`config.mk`:
```
export PLATFORM = sky130hd
export DESIGN_NAME = tqvp_fir_mac_filter
export DESIGN_NICKNAME = d
export VERILOG_FILES = /design/src/rtl/tqvp_fir_pkg.sv /design/src/rtl/tqvp_fir_mac_unit.sv /design/src/rtl/tqvp_fir_mac_filter.sv
export SDC_FILE = /design/constraint.sdc
export NUM_CORES = 1
export LEC_CHECK = 0
export CAP_MARGIN = 15
export CORE_UTILIZATION = 30
export CTS_CLUSTER_DIAMETER = 200
export CTS_CLUSTER_SIZE = 28
export DETAILED_ROUTE_END_ITERATION = 6
export GPL_ROUTABILITY_DRIVEN = 0
export GPL_TIMING_DRIVEN = 0
export HOLD_SLACK_MARGIN = 0.15
export RECOVER_POWER = 100
export SYNTH_ARGS = -nofsm -noshare
export SYNTH_HDL_FRONTEND = slang
export SYNTH_SLANG_ARGS = --single-unit
export TNS_END_PERCENT = 10
```
`constraint.sdc`:
```
create_clock -name clk -period 6.84 [get_ports clk]
set_clock_uncertainty 0.1 [all_clocks]
set_input_delay 1.71 -clock clk [delete_from_list [all_inputs] [get_ports clk]]
set_output_delay 1.71 -clock clk [all_outputs]
set_load 0.005 [all_outputs]
```
`src/rtl/tqvp_fir_pkg.sv`:
```
// TinyQV FIR MAC filter: shared definitions.
// Register addresses, CTRL fields and sequencer states.
package tqvp_fir_pkg;

    localparam logic [3:0] ADDR_OUT       = 4'h0;
    localparam logic [3:0] ADDR_STATUS    = 4'h1;
    localparam logic [3:0] ADDR_CTRL      = 4'h2;
    localparam logic [3:0] ADDR_COUNT     = 4'h3;
    localparam logic [3:0] ADDR_COEF_BASE = 4'h4;

    localparam int CTRL_SRC      = 0;
    localparam int CTRL_SHIFT_LO = 1;
    localparam int CTRL_SHIFT_HI = 3;
    localparam int CTRL_CLR      = 7;

    localparam int STATUS_OVR_CLR = 2;

    typedef enum logic [1:0] {
        ST_IDLE,
        ST_MAC,
        ST_DONE
    } fir_state_e;

endpackage

```
`src/rtl/tqvp_fir_mac_unit.sv`:
```
// TinyQV FIR MAC filter: one-tap-per-cycle multiply-accumulate.
// Sequences taps, then scales and saturates the sum to 8 bits.
module tqvp_fir_mac_unit
    import tqvp_fir_pkg::*;
#(
    parameter int TAPS  = 8,
    parameter int ACC_W = 16 + $clog2(TAPS),
    parameter int IDX_W = (TAPS > 1) ? $clog2(TAPS) : 1
) (
    input  logic             clk,
    input  logic             rst_n,
    input  logic             start,
    input  logic             abort,
    input  logic [2:0]       shift,
    input  logic [7:0]       sample,
    input  logic [7:0]       coef,
    output logic [IDX_W-1:0] tap_sel,
    output logic             busy,
    output logic             done,
    output logic [7:0]       result
);

    fir_state_e       state_q;
    fir_state_e       state_d;
    logic [ACC_W-1:0] acc_q;
    logic [IDX_W-1:0] idx_q;
    logic [15:0]      product;
    logic [ACC_W-1:0] scaled;
    logic             last_tap;

    assign product  = {8'h00, sample} * {8'h00, coef};
    assign last_tap = (idx_q == IDX_W'(TAPS - 1));
    assign scaled   = acc_q >> shift;
    assign result   = (scaled > ACC_W'(255)) ? 8'hff : scaled[7:0];
    assign tap_sel  = idx_q;
    assign busy     = (state_q != ST_IDLE);
    assign done     = (state_q == ST_DONE);

    // State register; abort and reset both land in IDLE.
    always_ff @(posedge clk or negedge rst_n) begin
        if (!rst_n) begin
            state_q <= ST_IDLE;
        end else begin
            state_q <= state_d;
        end
    end

    // Next state: IDLE -> MAC for TAPS cycles -> DONE for one cycle.
    always_comb begin
        state_d = state_q;
        if (abort) begin
            state_d = ST_IDLE;
        end else begin
            unique case (state_q)
                ST_IDLE: if (start) state_d = ST_MAC;
                ST_MAC:  if (last_tap) state_d = ST_DONE;
                ST_DONE: state_d = ST_IDLE;
                default: state_d = ST_IDLE;
            endcase
        end
    end

    // Accumulator and tap index; cleared on entry to MAC.
    always_ff @(posedge clk or negedge rst_n) begin
        if (!rst_n) begin
            acc_q <= '0;
            idx_q <= '0;
        end else if (abort || (state_q == ST_IDLE && start)) begin
            acc_q <= '0;
            idx_q <= '0;
        end else if (state_q == ST_MAC) begin
            acc_q <= acc_q + ACC_W'(product);
            idx_q <= idx_q + IDX_W'(1);
        end
    end

endmodule

```
`src/rtl/tqvp_fir_mac_filter.sv`:
```
// TinyQV FIR MAC filter peripheral: registers, delay line, bus.
// Programmable-coefficient FIR with shift/saturate output.
module tqvp_fir_mac_filter
    import tqvp_fir_pkg::*;
#(
    parameter int TAPS = 8
) (
    input  logic       clk,
    input  logic       rst_n,
    input  logic [7:0] ui_in,
    output logic [7:0] uo_out,
    input  logic [3:0] address,
    input  logic       data_write,
    input  logic [7:0] data_in,
    output logic [7:0] data_out
);

    localparam int ACC_W = 16 + $clog2(TAPS);
    localparam int IDX_W = (TAPS > 1) ? $clog2(TAPS) : 1;

    logic [7:0]       samples_q [TAPS];
    logic [7:0]       coef_q    [TAPS];
    logic [7:0]       out_q;
    logic             src_q;
    logic [2:0]       shift_q;
    logic [3:0]       count_q;
    logic             ovr_q;
    logic             valid_q;

    logic             busy;
    logic             done;
    logic [7:0]       result;
    logic [IDX_W-1:0] tap_sel;
    logic [7:0]       cur_sample;
    logic [7:0]       cur_coef;

    logic             wr_push;
    logic             wr_status;
    logic             wr_ctrl;
    logic             wr_coef;
    logic             is_coef;
    logic             clr;
    logic             push_ok;
    logic [3:0]       coef_idx;
    logic [4:0]       addr_ext;
    logic [7:0]       new_sample;

    assign addr_ext   = {1'b0, address};
    assign is_coef    = (addr_ext >= 5'(ADDR_COEF_BASE)) &&
                        (addr_ext < 5'(ADDR_COEF_BASE) + 5'(TAPS));
    assign coef_idx   = address - ADDR_COEF_BASE;
    assign wr_push    = data_write && (address == ADDR_OUT);
    assign wr_status  = data_write && (address == ADDR_STATUS);
    assign wr_ctrl    = data_write && (address == ADDR_CTRL);
    assign wr_coef    = data_write && is_coef && !busy;
    assign clr        = wr_ctrl && data_in[CTRL_CLR];
    assign push_ok    = wr_push && !busy && !clr;
    assign new_sample = src_q ? ui_in : data_in;
    assign uo_out     = out_q;

    // Route the tap the MAC is currently working on.
    always_comb begin
        cur_sample = 8'h00;
        cur_coef   = 8'h00;
        for (int k = 0; k < TAPS; k++) begin
            if (tap_sel == IDX_W'(k)) begin
                cur_sample = samples_q[k];
                cur_coef   = coef_q[k];
            end
        end
    end

    tqvp_fir_mac_unit #(
        .TAPS  (TAPS),
        .ACC_W (ACC_W),
        .IDX_W (IDX_W)
    ) u_mac (
        .clk     (clk),
        .rst_n   (rst_n),
        .start   (push_ok),
        .abort   (clr),
        .shift   (shift_q),
        .sample  (cur_sample),
        .coef    (cur_coef),
        .tap_sel (tap_sel),
        .busy    (busy),
        .done    (done),
        .result  (result)
    );

    // Delay line and fill count; CLR empties both.
    always_ff @(posedge clk or negedge rst_n) begin
        if (!rst_n) begin
            for (int k = 0; k < TAPS; k++) samples_q[k] <= 8'h00;
            count_q <= 4'h0;
        end else if (clr) begin
            for (int k = 0; k < TAPS; k++) samples_q[k] <= 8'h00;
            count_q <= 4'h0;
        end else if (push_ok) begin
            for (int k = TAPS - 1; k > 0; k--) samples_q[k] <= samples_q[k-1];
            samples_q[0] <= new_sample;
            if (count_q < 4'(TAPS)) count_q <= count_q + 4'd1;
        end
    end

    // Coefficients are frozen while a computation is running.
    always_ff @(posedge clk or negedge rst_n) begin
        if (!rst_n) begin
            for (int k = 0; k < TAPS; k++) coef_q[k] <= 8'h00;
        end else begin
            for (int k = 0; k < TAPS; k++) begin
                if (wr_coef && coef_idx == 4'(k)) coef_q[k] <= data_in;
            end
        end
    end

    // CTRL fields; a CLR write leaves SRC and SHIFT as they were.
    always_ff @(posedge clk or negedge rst_n) begin
        if (!rst_n) begin
            src_q   <= 1'b0;
            shift_q <= 3'd0;
        end else if (wr_ctrl && !clr) begin
            src_q   <= data_in[CTRL_SRC];
            shift_q <= data_in[CTRL_SHIFT_HI:CTRL_SHIFT_LO];
        end
    end

    // Result register and VALID flag.
    always_ff @(posedge clk or negedge rst_n) begin
        if (!rst_n) begin
            out_q   <= 8'h00;
            valid_q <= 1'b0;
        end else if (clr) begin
            out_q   <= 8'h00;
            valid_q <= 1'b0;
        end else if (push_ok) begin
            valid_q <= 1'b0;
        end else if (done) begin
            out_q   <= result;
            valid_q <= 1'b1;
        end
    end

    // Sticky overrun: a push that arrives while busy is dropped.
    always_ff @(posedge clk or negedge rst_n) begin
        if (!rst_n) begin
            ovr_q <= 1'b0;
        end else if (wr_push && busy) begin
            ovr_q <= 1'b1;
        end else if (wr_status && data_in[STATUS_OVR_CLR]) begin
            ovr_q <= 1'b0;
        end
    end

    // Read mux.
    always_comb begin
        data_out = 8'h00;
        unique case (1'b1)
            address == ADDR_OUT:    data_out = out_q;
            address == ADDR_STATUS: data_out = {5'b0, ovr_q, valid_q, busy};
            address == ADDR_CTRL:   data_out = {4'b0, shift_q, src_q};
            address == ADDR_COUNT:  data_out = {4'b0, count_q};
            is_coef: begin
                for (int k = 0; k < TAPS; k++) begin
                    if (coef_idx == 4'(k)) data_out = coef_q[k];
                end
            end
            default: data_out = 8'h00;
        endcase
    end

endmodule

```
Word-level counts from Yosys, hierarchy flattened
Cells that the tools add are included.
{"block": "word_totals", "register_bits": 170, "in_bits": 23, "out_inout_bits": 16, "word_cells": 143}
{"block": "op_classes", "addsub": 4, "mul": 1, "order_cmp": 4, "n_eq_ne": 22, "n_shift": 1, "n_mux": 48, "reduce_logical": 38}
{"cell": "$mux 8", "n": 29}
{"cell": "$mux 64", "n": 2}
{"cell": "$pmux 8 s5", "n": 1}
{"cell": "$mux 19", "n": 2}
{"cell": "$logic_and 1x1->1", "n": 21}
{"cell": "$add 19x16->19", "n": 1}
{"cell": "$gt 19x8->1 const B", "n": 1}
{"cell": "$shr 19x3->19", "n": 1}
{"cell": "$eq 4x2->1 const B", "n": 4}
{"cell": "$eq 4x3->1 const B", "n": 4}
{"cell": "$mul 8x8->16", "n": 1}
{"cell": "$eq 3x3->1 const B", "n": 4}
{"cell": "$mux 4", "n": 3}
{"cell": "$reduce_bool 2->1", "n": 6}
{"cell": "$eq 4x1->1 const B", "n": 2}
{"cell": "$logic_not 4->1", "n": 2}
{"cell": "$lt 4x4->1 const B", "n": 2}
{"cell": "$eq 3x2->1 const B", "n": 2}
{"cell": "$mux 2", "n": 3}
{"cell": "$mux 3", "n": 2}
{"cell": "$ne 3x2->1 const B", "n": 2}
{"cell": "$reduce_and 2->1", "n": 3}
{"cell": "$mux 1", "n": 5}
{"cell": "$add 4x1->4 const B", "n": 1}
{"cell": "13 further kinds", "n": 14}

Depth between registers and ports, before layout
{"block": "logic_depth", "ltp_word": 13, "depth_mapped": 26, "depth_no_buf": 23}

Modules after synthesis
From an unflattened synthesis, not the netlist that was laid out.
{"block": "unflattened", "hier_cells": 1149, "hier_area_um2": 11802.6}
{"mod": "tqvp_fir_mac_filter", "n_inst": 1, "cells_per_inst": 656, "area_each_um2": 7678.6, "seq_area_each_um2": 3653.5}
{"mod": "tqvp_fir_mac_unit", "n_inst": 1, "cells_per_inst": 493, "area_each_um2": 4124.0, "seq_area_each_um2": 600.6}

Worst setup path after synthesis
OpenSTA, ideal clock, no wires.
{"block": "synth_path", "kind": "reg-to-reg", "startpoint": "register u_mac.idx_q[2] (netlist: u_mac.tap_sel[2])", "endpoint": "register u_mac.acc_q[15]", "setup_time_ns": 0.124, "t_arrival_ns": 5.638, "required_time_ns": 6.616, "slack_ns": 0.978, "path_stages_with_launch": 25, "path_buffers": 4, "period_less_slack_ns": 5.862, "path_cell_list": "dfrtp_1 buf_4 inv_1 ha_1 buf_2 buf_2 buf_2 nand2_1 o211ai_1 o21ai_1 or2_2 fa_1 fa_1 inv_1 fa_1 inv_1 fa_1 inv_1 ha_1 o21a_1 a2111oi_2 nor2_1 a2bb2oi_1 nor3_1 a211o_1"}
{"block": "synth_via", "elab_chain_len": 13, "word_cells_on_any_way": 28, "cone_classes": "add/sub (1); mul (1); eq/ne (7); mux (18); reduce/logical (1)"}
{"item": "start, declared", "line": "tqvp_fir_mac_unit.sv:26", "source": "logic [IDX_W-1:0] idx_q;"}
{"item": "start signal, assigned", "line": "tqvp_fir_mac_unit.sv:73", "source": "idx_q <= idx_q + IDX_W'(1);"}
{"item": "$logic_not 3->1", "line": "tqvp_fir_mac_filter.sv:66", "source": "if (tap_sel == IDX_W'(k)) begin"}
{"item": "$mux 8 (8 in a row)", "line": "tqvp_fir_mac_filter.sv:66"}
{"item": "$mul 8x8->16 *", "line": "tqvp_fir_mac_unit.sv:31", "source": "assign product = {8'h00, sample} * {8'h00, coef};"}
{"item": "$add 19x16->19 *", "line": "tqvp_fir_mac_unit.sv:72", "source": "acc_q <= acc_q + ACC_W'(product);"}
{"item": "$mux 19 *", "line": "tqvp_fir_mac_unit.sv:71", "source": "end else if (state_q == ST_MAC) begin"}
{"item": "$mux 19 *", "line": "tqvp_fir_mac_unit.sv:68", "source": "end else if (abort || (state_q == ST_IDLE && start)) begin"}
{"item": "end signal, assigned", "line": "tqvp_fir_mac_unit.sv:72"}
{"item": "end, declared", "line": "tqvp_fir_mac_unit.sv:25", "source": "logic [ACC_W-1:0] acc_q;"}
Every way passes the cells marked *; elsewhere a longest branch is shown, timed or not. The select of a mux whose other input is x is not followed.
A chain may end at the register's enable or synchronous reset.

Final worst setup path
{"block": "layout_path", "startpoint": "register u_mac.idx_q[1] (netlist: u_mac.tap_sel[1])", "endpoint": "register u_mac.acc_q[16]"}
The elaborated chain is that of the path after synthesis.

==> flow_summary.yaml <==
run_status:
  outcome: "finished with violations"
  violations: "max-capacitance violations, max-slew violations"
global_routing:
  grt_pass1_wl_um: 55300
  grt_pass1_vias: 9892
  grt-ovfl-total: 0
  track_usage: 0.176
  grt_start_max_net_pins: 99
  antenna_found_initial: 0
route:
  num_vias: 9548
  drc: 0
  wl_per_cell_um: 19.3
  ant_nets: 0
  routed_wirelength_um: 34800
  firstDrtPassIters: 5
  drt_iter0_drc: 706
  viasPerCell: 5.30
hold_path:
  worstHoldPathType: "reg2reg"
timing:
  final-max-slew-violation-count: 173
  rsz0062_at_grt: "true"
  worst_slew_pin_slew_ns: 2.53
  fin_crit_ns: 6.58
  slew_headroom: -0.685
  setup_violations: 0
  hold_viol_final: 0
  timing.final.crit_share: 0.962
  worst_slack_ns: 0.259
  max_freq_ghz: 0.152
floorplanning:
  start_util: 0.305
  die_x_um: 201
  die_h_um: 201
  fp.dieArea_um2: 40200
  num_rows: 72
  num_io_pins: 39
  fp.coreArea_um2: 38700
synth:
  synth_cell_types: 73
  netlist_instances: 1210
  synth_edf_count: 0
  synth_top_flop_cell: "dfrtp_1"
  synth_area_um2: 11800
  ys_seq_elements: 170
  ys_async_sr_fraction: 1.00
  yosysWarnings: 0
  ys_seq_area_frac: 0.360
  synth.avg_cell_area_um2: 9.77
  syn_nets: 1335
power_and_ir_drop:
  irDropWorstVdd_mv: 0.241
  finalPower_mw: 6.39
  leakage_nw: 6.21
  pwr_density_cell_nw_per_um2: 471
setup_path:
  critPathArrivalTime_ns: 6.78
  crit_path_start_kind: "flip-flop"
  criticalPathCategory: "reg2reg"
  cp_max_fo: 10
  critPathRequiredTime_ns: 7.04
  endpoint_kind: "flip-flop"
cells_and_area:
  layout_common_cells: "dfrtp_1 (170), inv_1 (126), nand2_1 (113), nor2_1 (81), a21oi_1 (75)"
  nNetsFinal: 1397
  final_core_util: 0.350
  fin_cells: 1803
  diodes: 0
  syn_to_final_growth_pct: 14.7
  final_common_cell: "dfrtp_1"
  drive_above_1_share: 0.151
placed_design:
  port_buffers: 34
  dp_cells: 1763
  pre_cts_slack_ns: 0.0404
  hpwl_um: 26100
job:
  max_cap_violations: 2
cts:
  cts_tree: "done"
  clk_latency_ns: 0.46
  cts-hold-fix-buffers: 0
  clk_pin_slew_worst_paths_ns: 0.08
  cts_max_level: 4
  clock_sinks: 170
  cts_buffers: 17
  max-clock-path-buffers: 2
  cts_root_buf: "clkbuf_16"
## cell usage after synthesis (7+ instances only)
| library cell | instances | area share |
|---|---|---|
| a211o_1 | 12 | 0.0089 |
| a211oi_1 | 16 | 0.010 |
| a21oi_1 | 75 | 0.032 |
| a22o_1 | 58 | 0.043 |
| a31oi_1 | 10 | 0.0053 |
| and3_1 | 7 | 0.0037 |
| and3b_1 | 9 | 0.0067 |
| buf_1 | 11 | 0.0035 |
| buf_2 | 28 | 0.012 |
| clkbuf_1 | 29 | 0.0092 |
| dfrtp_1 | 170 | 0.36 |
| fa_1 | 50 | 0.085 |
| ha_1 | 52 | 0.055 |
| inv_1 | 126 | 0.040 |
| mux2_2 | 66 | 0.063 |
| mux2i_1 | 19 | 0.016 |
| mux4_2 | 15 | 0.029 |
| nand2_1 | 113 | 0.036 |
| nand2b_1 | 20 | 0.011 |
| nand3_1 | 17 | 0.0072 |
| nor2_1 | 81 | 0.026 |
| nor3_1 | 10 | 0.0042 |
| o211ai_1 | 12 | 0.0076 |
| o21ai_0 | 70 | 0.030 |
| o221a_2 | 7 | 0.0067 |
| o221ai_1 | 10 | 0.0074 |
## metrics by stage
step	area (um^2)	hold slack, ns	TNS, ns
after global routing	13600	0.429	-0.0189
after floorplan	11800	0.357	0
after detailed placement	12800	0.383	0
after global placement	12800	0.377	-555.34
final	13600	0.404	0
after CTS	13500	0.409	0
## worst max-delay path, stage by stage, from the launching register on
cell	delay, ns
dfrtp_1	0.46
inv_1	0.11
ha_1	0.21
buf_2	0.25
clkbuf_4	0.28
nand2_1	0.07
a21oi_1	0.13
a21oi_1	0.06
o21ai_1	0.28
a22oi_2	0.23
buf_4	0.20
or2_1	0.22
fa_1	0.48
fa_1	0.54
inv_1	0.04
fa_1	0.49
inv_1	0.07
fa_1	0.54
inv_1	0.06
ha_1	0.35
a21o_1	0.21
o41a_1	0.47
a22oi_2	0.26
mux2i_1	0.21
o21ai_0	0.09
## sequential cells by signal, indices dropped and copies added, names as in the netlist
signal         cells
coef_q            64
count_q            4
ovr_q              1
samples_q         64
shift_q            3
src_q              1
u_mac.acc_q       19
u_mac.state_q      2
u_mac.tap_sel      3
uo_out             8
valid_q            1
## routing by layer
metal	share of wire	GRT usage	wire length, um
met5	0	0	0
met4	0.038	0.0774	1310
met3	0.060	0.0331	2090
met2	0.46	0.285	16200
met1	0.44	0.230	15300
## timing repair
| action | 4_1_cts | 5_1_grt |
|---|---|---|
| gates resized for setup | 0 | 27 |
| setup buffers | 0 | 8 |
| endpoints found under the setup margin | 0 | 9 |
## cell families after synthesis
logic type	after synthesis	synth area share
compound gates	333	0.198
xor+xnor	10	0.00741
fa+ha+maj	102	0.140
buf+inv	202	0.0703
flops	170	0.360
mux	100	0.108
simple gates	293	0.117
## area by class of cell
| cell class | count | area [um^2] |
|---|---|---|
| sequential | 170 | 4250 |
| timing repair buffer | 43 | 400 |
| fill | 3989 | 25200 |
| inverter | 126 | 473 |
| clock inverter | 15 | 214 |
| multi-input combinational | 838 | 6780 |
| tap | 518 | 648 |
| clock buffer | 17 | 425 |
| buffer | 76 | 370 |
## power by group
part           switching, mW  internal (mW)
registers              0.235           1.25
logic                   2.31           1.58
clock network          0.519          0.510
## path summary, 6_finish.rpt
kind                                        from         endpoint  slack [ns]  cells past startpoint
worst max-delay path            u_mac.tap_sel[1]  u_mac.acc_q[16]        0.26                     24
worst min-delay path                samples_q[3]     samples_q[3]        0.40                      1
worst max register to register  u_mac.tap_sel[1]  u_mac.acc_q[16]        0.26                     24
worst min register to register      samples_q[3]     samples_q[3]        0.40                      1
max in group asynchronous                  rst_n    samples_q[61]        1.88                      2
min in group asynchronous                  rst_n        uo_out[4]        1.92                      1
(Power assumes the default switching activity.)
